### config.mk
export PLATFORM = sky130hd
export DESIGN_NAME = flash_sample_reader
export DESIGN_NICKNAME = d
export VERILOG_FILES = /design/src/rtl/flash_reader_pkg.sv /design/src/rtl/tick_edge_detect.sv /design/src/rtl/flash_sample_reader.sv
export SDC_FILE = /design/constraint.sdc
export NUM_CORES = 1
export LEC_CHECK = 0
export ABC_AREA = 1
export CAP_MARGIN = 5
export CELL_PAD_IN_SITES_DETAIL_PLACEMENT = 1
export CELL_PAD_IN_SITES_GLOBAL_PLACEMENT = 2
export CORE_MARGIN = 1.5
export CORE_UTILIZATION = 31
export DETAILED_ROUTE_END_ITERATION = 6
export PLACE_DENSITY_LB_ADDON = 0.1
export SLEW_MARGIN = 5
export SYNTH_ARGS = -nofsm -noshare
export SYNTH_HDL_FRONTEND = slang
export SYNTH_SLANG_ARGS = --single-unit
### constraint.sdc
create_clock -name clk -period 5.2 [get_ports clk]
set_clock_uncertainty 0.05 [all_clocks]
set_input_delay 1.04 -clock clk [delete_from_list [all_inputs] [get_ports clk]]
set_output_delay 1.04 -clock clk [all_outputs]
set_load 0.1 [all_outputs]
### src/rtl/flash_reader_pkg.sv
// Shared types and constants for the flash sample reader: FSM states,
// default flash geometry and the byte lanes that hold each 16-bit sample.
package flash_reader_pkg;

  localparam int          DEFAULT_ADDR_W    = 23;
  localparam logic [22:0] DEFAULT_LAST_ADDR = 23'h7FFFF;
  localparam int          DEFAULT_DATA_W    = 32;

  // MSB of the low and high 16-bit sample inside a 32-bit flash word.
  localparam int SAMPLE_LO_MSB = 15;
  localparam int SAMPLE_HI_MSB = 31;

  typedef enum logic [2:0] {
    ST_IDLE       = 3'd0,
    ST_REQ        = 3'd1,
    ST_WAIT_DATA  = 3'd2,
    ST_OUT_FIRST  = 3'd3,
    ST_WAIT_TICK2 = 3'd4,
    ST_OUT_SECOND = 3'd5
  } state_t;

  // Audio output is the high byte of the selected 16-bit sample.
  function automatic logic [7:0] pick_sample(input logic [31:0] word,
                                             input logic        upper);
    if (upper) begin
      return word[SAMPLE_HI_MSB -: 8];
    end
    return word[SAMPLE_LO_MSB -: 8];
  endfunction

endpackage

### src/rtl/tick_edge_detect.sv
// Registered rising-edge detector for the already-synchronized sample tick;
// a level held high for many cycles yields a single rise.
module tick_edge_detect (
  input  logic clk,
  input  logic clr,
  input  logic in,
  output logic rise
);

  logic tick_d_q;

  always_ff @(posedge clk or posedge clr) begin
    if (clr) begin
      tick_d_q <= 1'b0;
    end else begin
      tick_d_q <= in;
    end
  end

  assign rise = in & ~tick_d_q;

endmodule

### src/rtl/flash_sample_reader.sv
// Fetches 32-bit flash words over an Avalon-MM read master and emits one
// 8-bit audio sample per sample-tick rising edge, two samples per word.
module flash_sample_reader
  import flash_reader_pkg::*;
#(
  parameter int                ADDR_W    = DEFAULT_ADDR_W,
  parameter logic [ADDR_W-1:0] LAST_ADDR = ADDR_W'(DEFAULT_LAST_ADDR),
  parameter int                DATA_W    = DEFAULT_DATA_W
) (
  input  logic              clk,
  input  logic              clr,
  input  logic              sample_tick,
  input  logic              play,
  input  logic              dir_back,
  input  logic              restart,
  output logic              flash_read,
  output logic [ADDR_W-1:0] flash_addr,
  input  logic              flash_waitrequest,
  input  logic              flash_readdatavalid,
  input  logic [DATA_W-1:0] flash_readdata,
  output logic [7:0]        audio_out,
  output logic              audio_valid,
  output logic              overrun,
  output state_t            state_dbg
);

  // Avalon read handshake: flash_read and flash_addr are held stable from the
  // first REQ cycle until a clock edge that sees flash_waitrequest low; that
  // edge accepts the read and flash_read drops. Exactly one readdatavalid
  // beat is expected per accepted read.

  logic tick_rise;

  tick_edge_detect u_tick (
    .clk  (clk),
    .clr  (clr),
    .in   (sample_tick),
    .rise (tick_rise)
  );

  state_t            state_q;
  logic [ADDR_W-1:0] addr_q;
  logic [DATA_W-1:0] word_q;
  logic              word_dir_q;
  logic              restart_pend_q;
  logic              restart_dir_q;
  logic              flash_read_q;
  logic [7:0]        audio_out_q;
  logic              audio_valid_q;
  logic              overrun_q;

  logic [ADDR_W-1:0] restart_target;
  logic [ADDR_W-1:0] pend_target;
  logic [ADDR_W-1:0] advance_addr;

  function automatic logic [ADDR_W-1:0] step_addr(input logic [ADDR_W-1:0] a,
                                                  input logic              back);
    if (back) begin
      return (a == '0) ? LAST_ADDR : a - ADDR_W'(1);
    end
    return (a == LAST_ADDR) ? '0 : a + ADDR_W'(1);
  endfunction

  assign restart_target = dir_back      ? LAST_ADDR : '0;
  assign pend_target    = restart_dir_q ? LAST_ADDR : '0;
  assign advance_addr   = step_addr(addr_q, word_dir_q);

  always_ff @(posedge clk or posedge clr) begin
    if (clr) begin
      state_q        <= ST_IDLE;
      addr_q         <= '0;
      word_q         <= '0;
      word_dir_q     <= 1'b0;
      restart_pend_q <= 1'b0;
      restart_dir_q  <= 1'b0;
      flash_read_q   <= 1'b0;
      audio_out_q    <= '0;
      audio_valid_q  <= 1'b0;
      overrun_q      <= 1'b0;
    end else begin
      audio_valid_q <= 1'b0;
      case (state_q)
        ST_IDLE: begin
          if (restart) begin
            addr_q    <= restart_target;
            overrun_q <= 1'b0;
          end else if (tick_rise && play) begin
            word_dir_q   <= dir_back;
            flash_read_q <= 1'b1;
            state_q      <= ST_REQ;
          end
        end

        ST_REQ: begin
          if (restart) begin
            restart_pend_q <= 1'b1;
            restart_dir_q  <= dir_back;
          end
          if (tick_rise) begin
            overrun_q <= 1'b1;
          end
          if (!flash_waitrequest) begin
            flash_read_q <= 1'b0;
            state_q      <= ST_WAIT_DATA;
          end
        end

        ST_WAIT_DATA: begin
          if (restart) begin
            restart_pend_q <= 1'b1;
            restart_dir_q  <= dir_back;
          end
          if (tick_rise) begin
            overrun_q <= 1'b1;
          end
          if (flash_readdatavalid) begin
            word_q  <= flash_readdata;
            state_q <= ST_OUT_FIRST;
          end
        end

        ST_OUT_FIRST: begin
          audio_out_q   <= pick_sample(word_q, word_dir_q);
          audio_valid_q <= 1'b1;
          // A restart raised during the fetch is honoured once the first
          // sample of the fetched word has gone out.
          if (restart_pend_q || restart) begin
            addr_q         <= restart_pend_q ? pend_target : restart_target;
            restart_pend_q <= 1'b0;
            overrun_q      <= 1'b0;
            state_q        <= ST_IDLE;
          end else begin
            state_q <= ST_WAIT_TICK2;
          end
        end

        ST_WAIT_TICK2: begin
          if (restart) begin
            addr_q    <= restart_target;
            overrun_q <= 1'b0;
            state_q   <= ST_IDLE;
          end else if (tick_rise && play) begin
            state_q <= ST_OUT_SECOND;
          end
        end

        ST_OUT_SECOND: begin
          audio_out_q   <= pick_sample(word_q, ~word_dir_q);
          audio_valid_q <= 1'b1;
          if (restart) begin
            addr_q    <= restart_target;
            overrun_q <= 1'b0;
          end else begin
            addr_q <= advance_addr;
          end
          state_q <= ST_IDLE;
        end

        default: begin
          flash_read_q <= 1'b0;
          state_q      <= ST_IDLE;
        end
      endcase
    end
  end

  assign flash_read  = flash_read_q;
  assign flash_addr  = addr_q;
  assign audio_out   = audio_out_q;
  assign audio_valid = audio_valid_q;
  assign overrun     = overrun_q;
  assign state_dbg   = state_q;

endmodule

Yosys cells after proc, flatten, opt, wreduce, memory -nomap -nowiden:

Cells that the tools add are included.

* flip-flop bits (word level): 73
* word-level logic and storage cells: 93
* bits of input ports: 40
* output and inout bits: 37

* reductions and logical operators: 21
* mux-type cells: 39
* bitwise logic cells: 4
* add/subtract/negate cells: 2
* equal/unequal tests: 16

Operator list (number)
* two-way mux 23 bit: 7
* one-hot mux 23 bit (3 select lines): 1
* two-way mux 19 bit: 3
* two-way mux 8 bit: 4
* adder 23 x 1 -> 23 bit, second input constant: 1
* equality test 23 x 19 -> 1 bit, second input constant: 1
* zero test 23 bit: 1
* subtractor 23 x 1 -> 23 bit, second input constant: 1
* two-way mux 3 bit: 7
* one-hot mux 8 bit (2 select lines): 1
* one-hot mux 3 bit (5 select lines): 1
* two-way mux 1 bit: 12
* != test 2 bit, second input constant: 5
* AND reduction 3 bit: 3
* != test 2 x 1 -> 1 bit, second input constant: 4
* AND reduction 4 bit: 2
* equality test 3 x 2 -> 1 bit, second input constant: 2
* equality test 3 bit, second input constant: 2
* one-hot mux 1 bit (3 select lines): 2
* nonzero test 3 bit: 2
* OR reduction 2 bit: 3
* AND reduction 5 bit: 1
* AND reduction 2 bit: 2
* nonzero test 2 bit: 2
* other kinds (10): 12

Logic depth before layout (Yosys ltp):

* word-level depth: 6
* depth in mapped cells: 13

By module:

A second synthesis with hierarchy kept.

* cells, all modules: 607
* area total of the unflattened synthesis: 4167.7 µm²

By module, submodules not included
* flash_sample_reader: times used 1, area an instance 4129.0 µm², cells each 603
* tick_edge_detect: times used 1, area an instance 38.8 µm², cells each 4

Least setup slack after synthesis:

Ideal clock, no wire load.

* path type: register to register
* start: register addr_q[1] (netlist: flash_addr[1])
* end: register addr_q[3] (netlist: flash_addr[3])
* data arrival time: 2.259 ns
* library setup time: 0.132 ns
* path buffers: 0
* cell stages (with the launch flop): 13
* clock period less this slack: 2.442 ns
* path slack: 2.758 ns
* cells stage by stage: dfrtp_1 -> ha_1 -> nand2_1 -> nor2_4 -> nand2_1 -> nor2_1 -> nand2_1 -> nand3_1 -> nand2_1 -> o21ai_1 -> nand2_1 -> nand2_1 -> a21boi_1

* longest elaborated chain between the ends: 6
* elaborated cells between the ends (all ways): 10

RTL lines
* start, declared: RTL line flash_sample_reader.sv:42 `logic [ADDR_W-1:0] addr_q;`
* start signal, assigned: RTL line flash_sample_reader.sv:85 `addr_q <= restart_target;`
* start signal, assigned: RTL line flash_sample_reader.sv:128 `addr_q <= restart_pend_q ? pend_target : restart_target;`
* start signal, assigned: RTL line flash_sample_reader.sv:139 `addr_q <= restart_target;`
* subtractor 23 x 1 -> 23 bit / zero test 23 bit (equally long branches): RTL line flash_sample_reader.sv:59 `return (a == '0) ? LAST_ADDR : a - ADDR_W'(1);`
* two-way mux 23 bit: RTL line flash_sample_reader.sv:59
* two-way mux 23 bit: RTL line flash_sample_reader.sv:58 `if (back) begin`
* two-way mux 23 bit (*): RTL line flash_sample_reader.sv:61 `return (a == LAST_ADDR) ? '0 : a + ADDR_W'(1);`
* two-way mux 23 bit (*): RTL line flash_sample_reader.sv:150 `if (restart) begin`
* one-hot mux 23 bit (3 select lines) (*): RTL line flash_sample_reader.sv:82 `case (state_q)`

Mark *: on every way between the ends. The rest lies on a longest branch, timed or not. The select of a mux whose other input is x is not followed.
A chain may end at the register's enable or synchronous reset.

Worst setup path in the final report:

* start: register addr_q[12] (netlist: flash_addr[12])
* end: output port flash_addr[12]

RTL lines
* end, declared: RTL line flash_sample_reader.sv:17 `output logic [ADDR_W-1:0] flash_addr,`

No word-level cell between the ends.

==> flow_summary.json <==
{
  "crit_family": "buffers and inverters",
  "cts_tree": "built",
  "finalNetCount": 709,
  "synth_ff_type": "dfrtp_1",
  "grt_pass1_wl_microns": 22900,
  "grt_max_degree": 33,
  "synth_edf_count": 0,
  "rsz0062_at_grt": "false",
  "required_ns": 4.11,
  "clockBufferDepth": 2,
  "tightest_slew_ns": 1.07,
  "min-delay-start": "restart_dir_q$_DFFE_PP0P_",
  "hp-class": "reg2reg",
  "h-tree-depth": 3,
  "cts_buffers": 9,
  "async_reset_ff_share_pct": 100,
  "final_max_slew_viol_count": 0,
  "cp-start-kind": "flop",
  "path_cells": "clkdlybuf4s50_1",
  "area_growth_pct": 26.0,
  "postRouteAntennaNets": 0,
  "die_area_sq_mm": 0.0139,
  "min_to": "restart_dir_q$_DFFE_PP0P_",
  "critPathKind": "reg2out",
  "firstDrtPassIters": 4,
  "path_depth": 1,
  "netlist.area_leader.share_pct": 34.8,
  "drc_errors": 0,
  "clk_pin_slew_ns": 0.06,
  "final_util_pct": 40.5,
  "vias_per_cell": 4.91,
  "antenna_found_initial": 0,
  "grt_pass1_vias": 4356,
  "power.density_mw_per_mm2": 795,
  "die_width_microns": 118,
  "outcome": "completed",
  "post_cts_resized": 0,
  "drive_gt1_share_pct": 10.6,
  "wl_per_cell_microns": 16.4,
  "yosysSeqAreaShare_pct": 34.8,
  "cts-root-buf": "clkbuf_16",
  "vdd_drop_max_mv": 0.429,
  "critPathArrivalTime_ns": 2.15,
  "place_hpwl_microns": 10100,
  "r2r-end": "audio_out[2]$_DFFE_PP0P_",
  "synth.area.top_cells": "dfrtp_1 (35%), nand2_1 (18%), nor2_1 (7.0%)",
  "wl_microns": 13800,
  "yosysWarnings": 0,
  "routabilityCongestion": 0.807,
  "max_freq_ghz": 0.309,
  "yosysUniqueCellTypes": 35,
  "cp_slowest_stage_delay_ns": 1.24,
  "synth_area_leader_cell": "dfrtp_1",
  "critPathLaunch": "flash_addr[12]$_DFFE_PP0P_",
  "multi_input_area_sq_mm": 0.00233,
  "relSlewSlack_pct": 28.8,
  "synth_nets": 652,
  "worstReg2RegStart": "word_dir_q$_DFFE_PP0P_",
  "grt_util_all_layers_pct": 21.0,
  "io_buffers": 60,
  "start_util_pct": 32.1,
  "ioPinCount": 77,
  "p_leak_uw": 0.00234,
  "ctsHoldBuffers": 0,
  "hold_viol": 0,
  "setup_violations": 0,
  "timing.final.crit_share_pct": 62.3,
  "critical_path.max_fanout": 9,
  "initialDrtViolationCount": 169,
  "diodes": 0,
  "worst_hold_path.num_cells": 2,
  "syn_inst": 609,
  "globalRoute.totalOverflow": 0,
  "syn_area_sq_mm": 0.00410,
  "cts_setup_buffers": 0,
  "vias": 4142,
  "reg2regPathDepth": 5,
  "layout.area.seq_sq_mm": 0.00143,
  "insertion_delay_ns": 0.34,
  "syn_avg_cell_area_sq_um": 6.73,
  "period_needed_ns": 3.24,
  "core_area_sq_mm": 0.0128,
  "fillers": 1642,
  "fin_setup_tns_ns": 0,
  "crit_slowest_cell": "clkdlybuf4s50_1",
  "crit_path_end_kind": "output pin",
  "maxCapViolations": 0,
  "ys_ff_latch": 57,
  "die_height_microns": 118,
  "rrSetupSlack_ns": 2.56,
  "worst-path-buf-inv": 1,
  "rows": 41,
  "clock_sinks": 57
}
cell usage after synthesis, types with 2 or more instances:
| master | instances |
|---|---|
| nand2_2 | 5 |
| o21ai_0 | 26 |
| nand2_1 | 194 |
| nand3_2 | 3 |
| nand3_1 | 45 |
| a21oi_1 | 30 |
| clkbuf_1 | 2 |
| buf_4 | 3 |
| inv_1 | 57 |
| a21boi_1 | 12 |
| xor2_1 | 16 |
| inv_2 | 10 |
| nand4_1 | 7 |
| nor2_4 | 5 |
| a22oi_1 | 2 |
| nor3_1 | 4 |
| buf_2 | 9 |
| ha_1 | 3 |
| a21oi_2 | 2 |
| nor2_2 | 8 |
| nor2_1 | 76 |
| mux2_2 | 15 |
| dfrtp_1 | 57 |
| o21ai_1 | 7 |
logic make-up after synthesis:
| logic type | count (synthesis) | synth area share, % |
|---|---|---|
| muxes | 15 | 4.12 |
| adders and majority gates | 3 | 0.916 |
| AOI/OAI and AO/OA | 84 | 11.6 |
| buffers and inverters | 84 | 8.48 |
| xor gates and xnor gates | 16 | 3.42 |
| and+or+nand+nor | 350 | 36.7 |
| DFF | 57 | 34.8 |
layout by cell type (no fill, tap or decap), drive strengths merged, types with 5 or more instances in the layout:
master	count
a21boi	13
a21oi	32
clkbuf	9
clkdlybuf4s50	60
dfrtp	57
inv	70
mux2	15
nand2	200
nand3	48
nand4	7
nor2	89
nor3	5
o21ai	34
xor2	16
sequential cells by signal, summed over array words and instances, names as in the netlist:
name / count
audio_out: 8
flash_addr: 23
u_tick.tick_d_q: 1
flash_read: 1
word_dir_q: 1
restart_dir_q: 1
state_dbg: 3
audio_valid: 1
overrun: 1
word_q: 16
restart_pend_q: 1
per-layer routing:
layer  up-vias  wire length, microns  GRT usage (%)  part of all wire [%]
li1       2050                     -              -                     -
met1      2014                  6240           25.7                    45
met2        60                  6790           36.9                    49
met3        18                   537           4.65                   3.9
met4         0                   221           6.40                   1.6
met5         -                     0              0                     0
worst min-delay path, delay by kind of cell (launching register included):
family,cells,cell delay [ns]
AO/OA/AOI/OAI,1,0.06
flip-flops,1,0.34
AND/OR/NAND/NOR,1,0.05
stage by stage:
stage	total power (uW)	hold slack, ns	std cells	cell area, sq um	setup WS [ns]
after global placement	3420	0.418	827	4840	1.65
after CTS	4150	0.447	843	5170	1.94
final	4110	0.437	843	5170	1.96
after detailed placement	3460	0.433	827	4840	1.61
after floorplan	2830	0.403	609	4100	2.71
after global routing	4400	0.473	843	5170	1.77
how the worst max path moves through the flow:
stage	endpoint	slack [ns]
2_1_floorplan	audio_out[0]$_DFFE_PP0P_	2.71
3_3_place_gp	flash_addr[8]$_DFFE_PP0P_	1.65
3_5_place_dp	flash_addr[8]$_DFFE_PP0P_	1.61
4_1_cts	flash_addr[12]	1.94
5_1_grt	flash_addr[8]$_DFFE_PP0P_	1.77
6_report	flash_addr[12]	1.96
final cells by class:
class | instances | share of cell area (%)
Clock buffer | 9 | 4.36
Clock inverter | 7 | 1.96
Inverter | 68 | 4.99
Multi-Input combinational cell | 468 | 45.0
Sequential cell | 57 | 27.6
Tap cell | 172 | 4.16
Timing Repair Buffer | 62 | 11.9
report_power, final:
group	switching, uW	internal [uW]	leakage, uW
registers	297	653	0.000679
logic	1820	671	0.00151
clock network	242	423	0.000153
(Power assumes the default switching activity.)
